**src/rtl/alu_share_arbiter.sv**
```systemverilog
// Round-robin share of one combinational ALU between the integer pipeline (port 0)
// and the branch/compare unit (port 1), with a registered per-port result channel.
module alu_share_arbiter #(
  parameter int DATA_W = 32,
  parameter int OP_W   = 4
) (
  input  logic              clk,
  input  logic              reset,
  input  logic              req0_valid,
  output logic              req0_ready,
  input  logic [OP_W-1:0]   req0_op,
  input  logic [DATA_W-1:0] req0_a,
  input  logic [DATA_W-1:0] req0_b,
  input  logic              req1_valid,
  output logic              req1_ready,
  input  logic [OP_W-1:0]   req1_op,
  input  logic [DATA_W-1:0] req1_a,
  input  logic [DATA_W-1:0] req1_b,
  output logic [OP_W-1:0]   alu_op,
  output logic [DATA_W-1:0] alu_a,
  output logic [DATA_W-1:0] alu_b,
  input  logic [DATA_W-1:0] alu_result,
  output logic              rsp0_valid,
  input  logic              rsp0_ready,
  output logic [DATA_W-1:0] rsp0_data,
  output logic              rsp1_valid,
  input  logic              rsp1_ready,
  output logic [DATA_W-1:0] rsp1_data
);

  typedef enum logic [0:0] {IDLE = 1'b0, RESP = 1'b1} state_t;

  state_t            state_r;
  logic [DATA_W-1:0] result_r;
  logic              owner_r;
  logic              last_r;
  logic              rsp0_valid_r;
  logic              rsp1_valid_r;

  logic              handshake_s;
  logic              can_accept_s;
  logic              gnt_valid_s;
  logic              gnt_port_s;

  // Accept handshake of the current owner and decide whether a new grant may issue
  always_comb begin
    handshake_s  = 1'b0;
    can_accept_s = 1'b0;
    if (owner_r == 1'b0) begin
      handshake_s = rsp0_valid_r & rsp0_ready;
    end else begin
      handshake_s = rsp1_valid_r & rsp1_ready;
    end
    case (state_r)
      IDLE:    can_accept_s = 1'b1;
      RESP:    can_accept_s = handshake_s;
      default: can_accept_s = 1'b0;
    endcase
  end

  // Round-robin pick: on a tie the port not granted last time wins
  always_comb begin
    gnt_valid_s = 1'b0;
    gnt_port_s  = 1'b0;
    if (can_accept_s) begin
      if (req0_valid && req1_valid) begin
        gnt_valid_s = 1'b1;
        gnt_port_s  = ~last_r;
      end else if (req0_valid) begin
        gnt_valid_s = 1'b1;
        gnt_port_s  = 1'b0;
      end else if (req1_valid) begin
        gnt_valid_s = 1'b1;
        gnt_port_s  = 1'b1;
      end else begin
        gnt_valid_s = 1'b0;
        gnt_port_s  = 1'b0;
      end
    end else begin
      gnt_valid_s = 1'b0;
      gnt_port_s  = 1'b0;
    end
  end

  // Route the granted request to the ALU; idle bus is driven to zero
  always_comb begin
    req0_ready = 1'b0;
    req1_ready = 1'b0;
    alu_op     = {OP_W{1'b0}};
    alu_a      = {DATA_W{1'b0}};
    alu_b      = {DATA_W{1'b0}};
    if (gnt_valid_s && (gnt_port_s == 1'b0)) begin
      req0_ready = 1'b1;
      alu_op     = req0_op;
      alu_a      = req0_a;
      alu_b      = req0_b;
    end else if (gnt_valid_s && (gnt_port_s == 1'b1)) begin
      req1_ready = 1'b1;
      alu_op     = req1_op;
      alu_a      = req1_a;
      alu_b      = req1_b;
    end else begin
      req0_ready = 1'b0;
      req1_ready = 1'b0;
    end
  end

  // IDLE/RESP controller; a new grant in RESP replaces the drained result without a bubble
  always_ff @(posedge clk or posedge reset) begin
    if (reset) begin
      state_r      <= IDLE;
      result_r     <= {DATA_W{1'b0}};
      owner_r      <= 1'b0;
      last_r       <= 1'b1;
      rsp0_valid_r <= 1'b0;
      rsp1_valid_r <= 1'b0;
    end else if (gnt_valid_s) begin
      state_r      <= RESP;
      result_r     <= alu_result;
      owner_r      <= gnt_port_s;
      last_r       <= gnt_port_s;
      rsp0_valid_r <= (gnt_port_s == 1'b0);
      rsp1_valid_r <= (gnt_port_s == 1'b1);
    end else if (handshake_s) begin
      state_r      <= IDLE;
      rsp0_valid_r <= 1'b0;
      rsp1_valid_r <= 1'b0;
    end else begin
      state_r      <= state_r;
      rsp0_valid_r <= rsp0_valid_r;
      rsp1_valid_r <= rsp1_valid_r;
    end
  end

  assign rsp0_valid = rsp0_valid_r;
  assign rsp1_valid = rsp1_valid_r;
  assign rsp0_data  = result_r;
  assign rsp1_data  = result_r;

endmodule

```
**config.mk**
```make
export PLATFORM = sky130hd
export DESIGN_NAME = alu_share_arbiter
export DESIGN_NICKNAME = d
export VERILOG_FILES = /design/src/rtl/alu_share_arbiter.sv
export SDC_FILE = /design/constraint.sdc
export NUM_CORES = 1
export LEC_CHECK = 0
export ABC_CLOCK_PERIOD_IN_PS = 2300
export CORE_AREA = 2 2 122 124
export CTS_BUF_LIST = sky130_fd_sc_hd__clkbuf_4 sky130_fd_sc_hd__clkbuf_8
export CTS_CLUSTER_SIZE = 20
export DETAILED_ROUTE_END_ITERATION = 10
export DIE_AREA = 0 0 124 126
export PLACE_DENSITY = 0.63
export SLEW_MARGIN = 20
export SYNTH_ARGS = -nofsm -noshare
export SYNTH_HDL_FRONTEND = slang
export SYNTH_SLANG_ARGS = --single-unit
```
**constraint.sdc**
```tcl
create_clock -name clk -period 2.3 [get_ports clk]
set_input_delay 0.575 -clock clk [delete_from_list [all_inputs] [get_ports clk]]
set_output_delay 0.575 -clock clk [all_outputs]
set_load 0.02 [all_outputs]
```
* After elaboration in Yosys (flattened, before gate mapping)
Cells that the tools add are included.
Word-level totals: register bits 37, bits in latches 0, RAM bits 0, bits in read-only memories 0, input bits 174, output and inout bits 136, logic and storage cells 37, memories 0
Cells by class: add/subtract/negate cells 0, multiply operators 0, div/mod/pow operators 0, $lt $le $gt $ge 0, eq/ne operators 0, shift-type cells 0, multiplexer cells 22, bitwise gates (word level) 5, reductions and logical operators 4
Operators with widths (count):
- 2-to-1 mux 32 bit | 4
- 2-to-1 mux 1 bit | 15
- 2-to-1 mux 4 bit | 2
- logical AND 1 bit | 3
- inverter 1 bit | 3
- AND 1 bit | 2
- one-hot mux 1 bit (2 select lines) | 1
- nonzero test 2 bit | 1

* Longest topological paths before layout
Gate-level depths: netlist of the first run.
word-level depth 7, gate-level depth with buffers 6, depth with buffers taken out 3

* Least setup slack after synthesis of the first run
No wires, ideal clock.
path kind input to output, start input req1_valid, end output alu_a[0], arrival time 1.621 ns, data required time 1.725 ns, path slack 0.104 ns, cell stages on the path 5, path buffers 2, cell sequence a21bo_2 -> buf_4 -> clkbuf_1 -> nand3_1 -> a21oi_1
Between the ends: word-level cells in the longest chain between the ends 7, elaborated cells between the ends (all ways) 13, those cells by class mux (9); bitwise (1); reduce/logical (3)
Ends and longest elaborated chain:
- from (decl) | line 14 | input logic req1_valid,
- 2-to-1 mux 1 bit | line 72 | end else if (req1_valid) begin
- 2-to-1 mux 1 bit | line 69 | end else if (req0_valid) begin
- 2-to-1 mux 1 bit | line 66 | if (req0_valid && req1_valid) begin
- 2-to-1 mux 1 bit | line 65 | if (can_accept_s) begin
- logical AND 1 bit or inverter 1 bit (tied branches) | line 97, 92
- 2-to-1 mux 32 bit or logical AND 1 bit (tied branches) | line 97, 92
- 2-to-1 mux 32 bit * | line 92 | if (gnt_valid_s && (gnt_port_s == 1'b0)) begin
- to (decl) | line 20 | output logic [DATA_W-1:0] alu_a,
Mark *: on every way between the ends. The rest lies on a longest branch, timed or not.

* Worst setup path in the final report of the first run
start register last_r, end output alu_a[27]
Between the ends: word-level cells in the longest chain between the ends 6, elaborated cells between the ends (all ways) 8, those cells by class mux (4); bitwise (2); reduce/logical (2)
Ends and longest elaborated chain:
- from (decl) | line 36 | logic last_r;
- from (signal assigned) | line 121 | last_r <= gnt_port_s;
- inverter 1 bit * | line 68 | gnt_port_s = ~last_r;
- 2-to-1 mux 1 bit * | line 66
- 2-to-1 mux 1 bit * | line 65
- logical AND 1 bit or inverter 1 bit (tied branches) | line 97, 92
- 2-to-1 mux 32 bit or logical AND 1 bit (tied branches) | line 97, 92
- 2-to-1 mux 32 bit * | line 92
Marked as above.

==> summary.md, run 1 <==
| Metric | Value |
|---|---|
| Slew HR | `0.687` |
| Grt met1 use | `0.179` |
| Synth warnings | `0` |
| Max Cap Violations | `0` |
| Mapped Cells | `roughly 360` |
| Clk sinks | `37` |
| First-pass GRT wire length | `around 20,000 um` |
| Outcome | `finished with violations` |
| Final HPWL DP | `around 11,000 um` |
| Number of CTS-inserted buffers | `5` |
| Site Rows | `44` |
| Final period util | `1.01` |
| Number of global-route vias before repair | `3,994` |
| Crit path DAT | `~1.8 ns` |
| Post-synthesis net count | `between 500 and 600` |
| Worst-Skew Late Latency | `around 0.29 ns` |
| Post-layout nets | `844` |
| Final slew viol count | `0` |
| Grt met3 use | `0.0389` |
| Via density | `roughly 4.6` |
| Hold WS | `roughly 0.54 ns` |
| Routed via count | `slightly below 4,000` |
| Synth unique cells | `27` |
| Fill cells | `around 1,400` |
| Worst-Margin Slew | `0.470 ns` |
| CTS tree | `done` |
| Failing checks | `setup timing` |
| Fin cells | `855` |
| Die Y | `approximately 130 um` |
| Place WS | `-0.871 ns` |
| GRT Residual Overflow | `0` |
| PnR worst setup slack | `-0.0200 ns` |
| Critical path required time | `~1.7 ns` |
| IO buf count | `about 310` |
| Core area | `roughly 14,000 um2` |
| Share of cells above drive strength 1 | `0.373` |
| Total GRT Usage | `0.167` |
| H-tree levels | `2` |
| Boundary Pins | `310` |
| First-iteration detailed-routing DRC count | `approximately 130` |
| Clock transition at path regs | `roughly 0.070 ns` |
| RSZ-0062 raised after global routing | `yes` |
| Clk_skew | `~0.011 ns` |
| Pwr/cell area | `roughly 1100 nW/um2` |
| Layer carrying the most global-route usage | `met2` |
| Die ar. | `between 15,000 and 20,000 um2` |
| Dpl cells | `approximately 830` |
| Grt met2 use | `0.322` |
| Worst ir drop on vdd | `~0.43 mV` |
| Routed WL | `~14,000 um` |
| Critical path endpoint category | `output pin` |
| Final hold vios | `0` |
| Clock Tree Root | `clkbuf_8` |
| Initial DRT Pass Iterations | `4` |
| Min Tclk post-route | `2.32 ns` |
| Crit path launch type | `flop` |
| Die width | `between 100 and 150 um` |
| Register bit total from synthesis | `37` |
| Placer Congestion | `~0.88` |
| Total chip power | `approximately 7.3 mW` |
| Crit-path max FO | `9` |
| Initial Utilization | `0.206` |
| Seq/Total Area, Yosys | `0.315` |
| Hold Path Class | `flop to flop` |
| Lkg Pwr | `~2.9 nW` |
| Crit Path Category | `flop to output pin` |
| Hold buffers post-CTS | `0` |
| Drt wl/cell | `between 15 and 20 um` |
| Area grow syn2layout | `136%` |
| Final setup fails | `9` |
| FMAX | `around 430 MHz` |
| DRC Markers | `0` |
| Routed Antenna Nets | `0` |
| Mapped Area | `a little under 3000 um2` |
| Antenna violations before repair | `0` |
| Diode count | `0` |
| Largest net degree at the start of global routing | `38` |
| Post-Syn Area per Cell | `a little over 8 um2` |
| Finished Core Util | `0.485` |
| Clock buffer depth | `2` |
==> critical path, stage by stage (launching register included) <==
cell	delay [ns]
dfstp_2	0.58
a21bo_4	0.21
buf_12	0.15
buf_12	0.12
nand3_2	0.08
a21oi_2	0.17
buf_6	0.14
==> cells in the final DEF, fill, tap and decap left out, types with 2 or more instances in the layout <==
cell type and count:
dfrtp_1 36, a21oi_1 24, o22ai_1 2, clkdlybuf4s15_1 2, clkbuf_16 3, a21oi_4 3
nand3_1 55, a21oi_2 41, a31oi_1 2, nand3_2 14, buf_2 3, clkdlybuf4s50_1 235
bufbuf_16 2, buf_12 14, nand2_2 14, mux2_4 28, inv_1 5, buf_6 23
mux2_2 4, buf_4 81, nand2_1 55, buf_16 3, clkbuf_8 5
==> layer usage <==
layer	vias up	share of wire
li1	1830	-
met1	1856	0.36
met2	215	0.52
met3	21	0.091
met4	0	0.021
met5	-	0
==> layout make-up <==
class,count,area (um2),share of cell area
Clock buffer,6,76.3,0.0110
Sequential cell,37,927,0.134
Multi-Input combinational cell,254,1880,0.270
Inverter,5,18.8,0.00271
Tap cell,184,230,0.0332
Clock inverter,2,38.8,0.00559
Timing Repair Buffer,367,3770,0.543
==> cells in the mapped netlist <==
cell type  number  share of area
mux2_2          4          0.015
clkbuf_1       17          0.022
buf_2          12          0.020
a2bb2oi_1       1         0.0030
dfstp_2         1         0.0089
o211ai_1        1         0.0026
mux2_4         28           0.14
nor3_1          1         0.0017
and3_2          1         0.0026
nand2b_1        1         0.0021
a21oi_1        68           0.12
dfrtp_1        36           0.31
inv_1           5         0.0064
o2bb2ai_1       1         0.0030
buf_12          3          0.020
or2_2           1         0.0021
buf_4          34          0.087
nand3_2         1         0.0034
o22ai_1         2         0.0043
nor2_1          1         0.0013
a21bo_2         1         0.0034
nand3_1        68           0.12
nand2_1        69          0.088
a21boi_2        1         0.0038
nand3b_4        1         0.0068
a31oi_1         2         0.0043
a31oi_4         1         0.0072
==> registers in the layout, summed over array words and instances (netlist names) <==
signal	cells
state_r	1
last_r	1
owner_r	1
rsp0_data	32
rsp0_valid	1
rsp1_valid	1
==> path summary, 6_finish.rpt <==
path,startpoint,cells past startpoint,slack [ns],endpoint
max,last_r,6,-0.02,alu_a[27]
max in group asynchronous,reset,3,1.25,last_r
min reg2reg,rsp0_data[4],1,0.54,rsp0_data[4]
max reg2reg,owner_r,5,0.61,rsp0_data[18]
min in group asynchronous,reset,3,0.70,rsp0_data[8]
min,rsp0_data[4],1,0.54,rsp0_data[4]
==> stage by stage <==
stage,cell area (um2),TNS [ns]
finish,6940,-0.0840
global placement,6300,-57.74
CTS,6620,-0.981
floorplan,2940,0
detailed placement,6300,-59.11
global route,6940,-2.96
==> logic make-up after synthesis <==
| family | count (synthesis) | share of synthesized area |
|---|---|---|
| buf+inv | 71 | 0.156 |
| compound gates | 78 | 0.147 |
| simple gates | 144 | 0.224 |
| mux | 32 | 0.158 |
| flops | 37 | 0.315 |
==> power by group <==
part / leakage (nW) / total [mW] / internal, mW / switching, mW
registers: 0.434 / 1.27 / 0.991 / 0.281
logic: 2.41 / 5.51 / 2.95 / 2.56
clock network: 0.0588 / 0.562 / 0.337 / 0.225
==> what timing repair did <==
| item | 4_1_cts | 5_1_grt |
|---|---|---|
| gates resized for setup | 389 | 72 |
| setup endpoints to repair | 70 | 69 |
| buffers inserted | 10 | 2 |
| pin swaps | 32 | 16 |
| gates cloned | 5 | 4 |
Power figures use the tool's default switching activity.
==> inputs of run 2 (changes only) <==
--- a/config.mk
+++ b/config.mk
@@ -11,6 +11,7 @@
 export CTS_CLUSTER_SIZE = 20
 export DETAILED_ROUTE_END_ITERATION = 10
 export DIE_AREA = 0 0 124 126
+export GPL_TIMING_DRIVEN = 0
 export PLACE_DENSITY = 0.63
 export SLEW_MARGIN = 20
 export SYNTH_ARGS = -nofsm -noshare
==> summary.md, run 2 (synthesis results as in run 1) <==
| Metric | Value |
|---|---|
| Worst-Margin Slew | `0.446 ns (was 0.470 ns)` |
| M1 WL | `5800 um (was 5210 um)` |
| Max reg flops | `32 (unchanged)` |
| Final hold vios | `0 (unchanged)` |
| Placer Congestion | `0.972 (was 0.878)` |
| Combinational share of power | `0.773 (was 0.750)` |
| Fill cells | `1,388 (was 1,358)` |
| Hold Path Class | `flop to flop (unchanged)` |
| Fin area | `7170 um2 (was 6940 um2)` |
| Met3 WL | `1580 um (was 1310 um)` |
| Crit path DAT | `1.72 ns (was 1.75 ns)` |
| Clock transition at path regs | `0.07 ns (about the same)` |
| Site Rows | `44 (unchanged)` |
| Max Cap Violations | `0 (unchanged)` |
| Min Tclk post-route | `2.29 ns (was 2.32 ns)` |
| Critical path required time | `1.73 ns (about the same)` |
| GRT Residual Overflow | `0 (unchanged)` |
| Number of global-route vias before repair | `4,008 (was 3,994)` |
| Clk sinks | `37 (unchanged)` |
| Fin cells | `880 (was 855)` |
| Worst-Skew Late Latency | `0.29 ns (about the same)` |
| Final HPWL DP | `11,900 um (was 10,800 um)` |
| Share of cells above drive strength 1 | `0.411 (was 0.373)` |
| Hold WS | `0.542 ns (was 0.538 ns)` |
| H-tree levels | `2 (unchanged)` |
| FMAX | `436 MHz (was 431 MHz)` |
| Routed Antenna Nets | `0 (unchanged)` |
| First-pass GRT wire length | `22,100 um (was 20,500 um)` |
| Clock Tree Root | `clkbuf_8 (unchanged)` |
| Die ar. | `15,600 um2 (unchanged)` |
| Commonest non-fill, non-tap cell in the layout | `clkdlybuf4s50_1 (unchanged)` |
| Area after DPL | `6280 um2 (was 6300 um2)` |
| Switch share | `0.421 (was 0.418)` |
| Largest net degree at the start of global routing | `26 (was 38)` |
| CTS tree | `done (unchanged)` |
| Die width | `124 um (unchanged)` |
| DRC Markers | `0 (unchanged)` |
| Highest Signal Layer | `met4 (unchanged)` |
| Clock power frac | `0.058 (was 0.076)` |
| Hold buffers post-CTS | `0 (unchanged)` |
| Slew HR | `0.703 (was 0.687)` |
| Final setup fails | `0 (was 9)` |
| Final slew viol count | `0 (unchanged)` |
| Clock buffer depth | `2 (unchanged)` |
| Routed WL | `15,600 um (was 14,300 um)` |
| Via density | `4.50 (was 4.59)` |
| Total GRT Usage | `0.183 (was 0.167)` |
| Crit path launch type | `flop (unchanged)` |
| Drt wl/cell | `17.7 um (was 16.7 um)` |
| RSZ-0062 raised after global routing | `yes (unchanged)` |
| Total chip power | `7.61 mW (was 7.35 mW)` |
| Critical path endpoint category | `output pin (unchanged)` |
| Routed via count | `3,961 (was 3,922)` |
| Final period util | `0.996 (was 1.01)` |
| Most frequent cells in the layout | `clkdlybuf4s50_1, buf_4, nand2_1 (was clkdlybuf4s50_1, buf_4, nand2_1, nand3_1, a21oi_2)` |
| Clk_skew | `0.00253 ns (was 0.0111 ns)` |
| Dpl cells | `856 (was 828)` |
| Lkg Pwr | `2.99 nW (was 2.91 nW)` |
| Psw | `3.20 mW (was 3.07 mW)` |
| Cell Int Power | `4.41 mW (was 4.28 mW)` |
| Initial DRT Pass Iterations | `4 (unchanged)` |
| Antenna violations before repair | `2 (was 0)` |
| IO buf count | `309 (unchanged)` |
| Sequential power share | `0.169 (was 0.173)` |
| First-iteration detailed-routing DRC count | `70 (was 126)` |
| Area grow syn2layout | `144% (was 136%)` |
| Number of CTS-inserted buffers | `5 (unchanged)` |
| Post-layout nets | `867 (was 844)` |
| Worst ir drop on vdd | `0.368 mV (was 0.427 mV)` |
| Met2 WL post-DR | `7930 um (was 7500 um)` |
| Crit-path max FO | `8 (was 9)` |
| Crit Path Category | `flop to output pin (unchanged)` |
| Pwr/cell area | `1060 nW/um2 (about the same)` |
| Outcome | `finished, final reports clean (was finished with violations)` |
| Core area | `14,300 um2 (unchanged)` |
| Die Y | `126 um (unchanged)` |
| Initial Utilization | `0.206 (unchanged)` |
| Total Negative Setup Slacks | `0 ns (was -0.0840 ns)` |
| Boundary Pins | `310 (unchanged)` |
[run 2: changes by cell type in the layout (fill, tap and decap cells not counted), sizes merged]
cell and delta:
buf +14, clkdlybuf4s15 -2, clkbuf +9, diode +2, dlygate4sd2 +2, clkinvlp +1, bufinv -1, and3 +1
clkinv +1, bufbuf -2
[run 2: through the flow]
stage	setup WS, ns	utilization
floorplan	0.104	-
global placement	-1.25	0.438
detailed placement	-1.22	0.439
CTS	-0.0290	0.465
global route	-0.0772	0.501
finish	0.00871	0.501
[run 2: worst paths after layout]
path | slack [ns] | endpoint | start | cells after the start
setup / recovery | 0.009 | alu_a[26] | last_r | 6
hold / removal | 0.54 | rsp0_data[14] | rsp0_data[14] | 1
setup reg to reg | 0.45 | rsp0_data[12] | rsp1_valid | 6
hold reg to reg | 0.54 | rsp0_data[14] | rsp0_data[14] | 1
max in group asynchronous | 1.22 | last_r | reset | 3
min in group asynchronous | 0.57 | rsp0_data[2] | reset | 2
[run 2: layout make-up]
class | instances | area (um2) | area share
Inverter | 5 | 18.8 | 0.00262
Antenna cell | 2 | 5.00 | 0.000698
Clock buffer | 5 | 68.8 | 0.00959
Multi-Input combinational cell | 255 | 1950 | 0.271
Timing Repair Buffer | 325 | 3250 | 0.453
Buffer | 64 | 709 | 0.0989
Tap cell | 184 | 230 | 0.0321
Sequential cell | 37 | 927 | 0.129
Clock inverter | 3 | 17.5 | 0.00244
[run 2: timing repair]
action | in CTS | in global routing
gates cloned | 1 | 4
setup endpoints to repair | 70 | 70
setup buffers | 8 | 3
pin swaps | 13 | 50
gates resized for setup | 463 | 115
[run 2: power groups by stage]
stage	logic (mW)	registers, mW	clock network [mW]
CTS	5.55	1.29	0.478
detailed placement	5.24	1.30	0
finish	5.88	1.28	0.444
floorplan	2.53	1.61	0
global route	6.24	1.34	0.505
global placement	5.24	1.28	0
[run 2: critical path, stage by stage (launching register included)]
cell	delay [ns]
dfstp_2	0.55
a21bo_4	0.16
buf_12	0.14
clkbuf_16	0.15
nand3_2	0.08
a21oi_2	0.20
buf_6	0.14
[run 2: layer usage]
layer / vias up / track usage
met5: - / 0
met4: 0 / 0.0562
met3: 21 / 0.0602
met2: 207 / 0.322
met1: 1854 / 0.208
li1: 1879 / -
==> inputs of run 3 (changes only) <==
--- a/config.mk
+++ b/config.mk
@@ -6,13 +6,15 @@
 export NUM_CORES = 1
 export LEC_CHECK = 0
 export ABC_CLOCK_PERIOD_IN_PS = 2300
-export CORE_AREA = 2 2 122 124
+export CELL_PAD_IN_SITES_DETAIL_PLACEMENT = 1
+export CELL_PAD_IN_SITES_GLOBAL_PLACEMENT = 2
+export CORE_MARGIN = 2
+export CORE_UTILIZATION = 14
 export CTS_BUF_LIST = sky130_fd_sc_hd__clkbuf_4 sky130_fd_sc_hd__clkbuf_8
 export CTS_CLUSTER_SIZE = 20
 export DETAILED_ROUTE_END_ITERATION = 10
-export DIE_AREA = 0 0 124 126
 export GPL_TIMING_DRIVEN = 0
-export PLACE_DENSITY = 0.63
+export PLACE_DENSITY = 0.86
 export SLEW_MARGIN = 20
 export SYNTH_ARGS = -nofsm -noshare
 export SYNTH_HDL_FRONTEND = slang
==> summary.md, run 3 (synthesis results as in run 1) <==
| Metric | Value |
|---|---|
| Outcome | `finished with violations (was finished, final reports clean)` |
| Failing checks | `setup timing` |
| CP bufs+invs | `5 (was 3)` |
| Post-layout nets | `875 (was 867)` |
| Placer Congestion | `0.730 (was 0.972)` |
| Final period util | `1.02 (was 0.996)` |
| First-iteration detailed-routing DRC count | `56 (was 70)` |
| Share of cells above drive strength 1 | `0.496 (was 0.411)` |
| Worst ir drop on vdd | `0.303 mV (was 0.368 mV)` |
| Worst R2R Path Depth | `5 (was 6)` |
| Routed WL | `17,500 um (was 15,600 um)` |
| Hold buffers post-CTS | `0 (unchanged)` |
| Die width | `149 um (was 124 um)` |
| Worst-Skew Late Latency | `0.29 ns (about the same)` |
| Diode count | `0 (was 2)` |
| Dpl cells | `947 (was 856)` |
| Total chip power | `8.32 mW (was 7.61 mW)` |
| Hold path startpoint | `rsp0_data[6] (was rsp0_data[14])` |
| Initial Utilization | `0.141 (was 0.206)` |
| Fin cells | `977 (was 880)` |
| FMAX | `427 MHz (was 436 MHz)` |
| Psw | `3.48 mW (was 3.20 mW)` |
| CTS tree | `done (unchanged)` |
| Largest net degree at the start of global routing | `25 (was 26)` |
| Worst-Margin Slew | `0.439 ns (was 0.446 ns)` |
| GRT Residual Overflow | `0 (unchanged)` |
| Antenna violations before repair | `0 (was 2)` |
| Lkg Pwr | `3.30 nW (was 2.99 nW)` |
| Final HPWL DP | `12,600 um (was 11,900 um)` |
| Hold Path Class | `flop to flop (unchanged)` |
| Die ar. | `22,200 um2 (was 15,600 um2)` |
| Total GRT Usage | `0.139 (was 0.183)` |
| Routed via count | `4,127 (was 3,961)` |
| Worst R2R Start | `owner_r (was rsp1_valid)` |
| Final slew viol count | `0 (unchanged)` |
| Pwr/cell area | `1050 nW/um2 (was 1060 nW/um2)` |
| Clk_skew | `0.00385 ns (was 0.00253 ns)` |
| Most frequent cells in the layout | `clkdlybuf4s50_1, buf_4, buf_6 (was clkdlybuf4s50_1, buf_4, nand2_1)` |
| Critical path required time | `1.73 ns (about the same)` |
| Drt wl/cell | `18.0 um (was 17.7 um)` |
| Max reg flops | `32 (unchanged)` |
| Number of CTS-inserted buffers | `5 (unchanged)` |
| Site Rows | `53 (was 44)` |
| Fill cells | `2,311 (was 1,388)` |
| Routed Antenna Nets | `0 (unchanged)` |
| Boundary Pins | `310 (unchanged)` |
| Crit Path Category | `flop to output pin (unchanged)` |
| Cell Int Power | `4.84 mW (was 4.41 mW)` |
| Max Cap Violations | `0 (unchanged)` |
| Initial DRT Pass Iterations | `4 (unchanged)` |
| First-pass GRT wire length | `24,100 um (was 22,100 um)` |
| Crit-path max FO | `5 (was 8)` |
| Combinational share of power | `0.757 (was 0.773)` |
| Clock power frac | `0.085 (was 0.058)` |
| Reg2reg end | `rsp0_data[30] (was rsp0_data[12])` |
| Multi-input gate area | `2290 um2 (was 1950 um2)` |
| Register area | `927 um2 (unchanged)` |
| Area grow syn2layout | `170% (was 144%)` |
| IO buf count | `309 (unchanged)` |
| Die Y | `149 um (was 126 um)` |
| Core area | `20,800 um2 (was 14,300 um2)` |
| Clock transition at path regs | `0.09 ns (was 0.07 ns)` |
| Switch share | `0.418 (was 0.421)` |
| Via density | `4.22 (was 4.50)` |
| DRC Markers | `0 (unchanged)` |
| Number of global-route vias before repair | `4,181 (was 4,008)` |
| Sequential power share | `0.157 (was 0.169)` |
| Crit path launch type | `flop (unchanged)` |
| Critical path endpoint category | `output pin (unchanged)` |
| Clock buffer depth | `2 (unchanged)` |
| Min Tclk post-route | `2.34 ns (was 2.29 ns)` |
| Final setup fails | `16 (was 0)` |
| Clock Tree Root | `clkbuf_8 (unchanged)` |
| Hold Path End | `rsp0_data[6] (was rsp0_data[14])` |
| CP max stage delay | `0.39 ns (was 0.55 ns)` |
| Commonest non-fill, non-tap cell in the layout | `clkdlybuf4s50_1 (unchanged)` |
| R2R setup slack | `0.46 ns (was 0.45 ns)` |
| H-tree levels | `2 (unchanged)` |
| Crit path DAT | `1.77 ns (was 1.72 ns)` |
| Hold path cells | `1 (unchanged)` |
| Worst-path cell chain | `buf_6 > a21boi_4 > buf_12 > buf_8 > buf_12 > nand2_1 > a21oi_2 > buf_6 (was a21bo_4 > buf_12 > clkbuf_16 > nand3_2 > a21oi_2 > buf_6)` |
| Clk sinks | `37 (unchanged)` |
| Slowest stage cell, crit path | `dfstp_2 (unchanged)` |
| RSZ-0062 raised after global routing | `yes (unchanged)` |
| Slew HR | `0.708 (was 0.703)` |
| Top delay family on crit path | `buffers and inverters (was flip-flops)` |
| PnR worst setup slack | `-0.0401 ns (was 0.00871 ns)` |
| Final hold vios | `0 (unchanged)` |
[run 3: cell types whose count changed in the layout (fill, tap and decap cells not counted), sizes merged, moves of 2 or more]
cell	previous run	this run
clkbuf	18	23
buf	138	141
clkinv	2	0
bufinv	0	2
diode	2	0
[run 3: worst max path at each step]
| stage | start | end | slack [ns] | cells past startpoint |
|---|---|---|---|---|
| 2_1_floorplan | req1_valid | alu_a[0] | 0.10 | 5 |
| 3_3_place_gp | req1_valid | alu_a[22] | -1.49 | 7 |
| 3_5_place_dp | req1_valid | alu_a[22] | -1.49 | 7 |
| 4_1_cts | last_r | alu_a[9] | -0.07 | 6 |
| 5_1_grt | last_r | alu_b[26] | -0.12 | 6 |
| 6_report | last_r | alu_op[2] | -0.04 | 8 |
[run 3: through the flow]
stage / util / hold WS, ns / instance area, um2 / setup WS (ns) / setup TNS [ns]
6_report: 0.381 / 0.543 / 7940 / -0.0401 / -0.282
5_1_grt: 0.381 / 0.548 / 7940 / -0.123 / -3.91
4_1_cts: 0.340 / 0.527 / 7070 / -0.0654 / -1.34
3_5_place_dp: 0.307 / 0.523 / 6400 / -1.49 / -87.80
3_3_place_gp: 0.306 / 0.514 / 6380 / -1.49 / -87.30
2_1_floorplan: - / 0.500 / 2940 / 0.104 / 0
[run 3: layout make-up]
type | count | share of cell area
flip-flops and latches | 37 | 0.117
clock buffers | 5 | 0.00867
clock inverters | 3 | 0.00867
multi-input cells | 255 | 0.288
well taps | 275 | 0.0433
repair buffers | 334 | 0.435
inverters | 5 | 0.00236
plain buffers | 63 | 0.0972
[run 3: timing repair]
action	CTS	global route
hold endpoints to repair	0	0
setup buffers	9	5
cloned	5	6
resized for setup	499	180
pin swaps	24	63
setup endpoints to repair	70	69
[run 3: power groups by stage]
stage	registers, mW	logic [mW]	clock network [mW]
finish	1.31	6.30	0.710
global route	1.36	6.64	0.760
CTS	1.32	5.81	0.741
global placement	1.31	5.29	0
floorplan	1.61	2.53	0
detailed placement	1.33	5.35	0
[run 3: metal layers]
metal / track usage / wire (um) / vias to the layer above
li1: - / - / 1896
met1: 0.163 / 6700 / 2000
met2: 0.259 / 9240 / 212
met3: 0.0336 / 1310 / 19
met4: 0.0248 / 297 / 0
met5: 0 / 0 / -
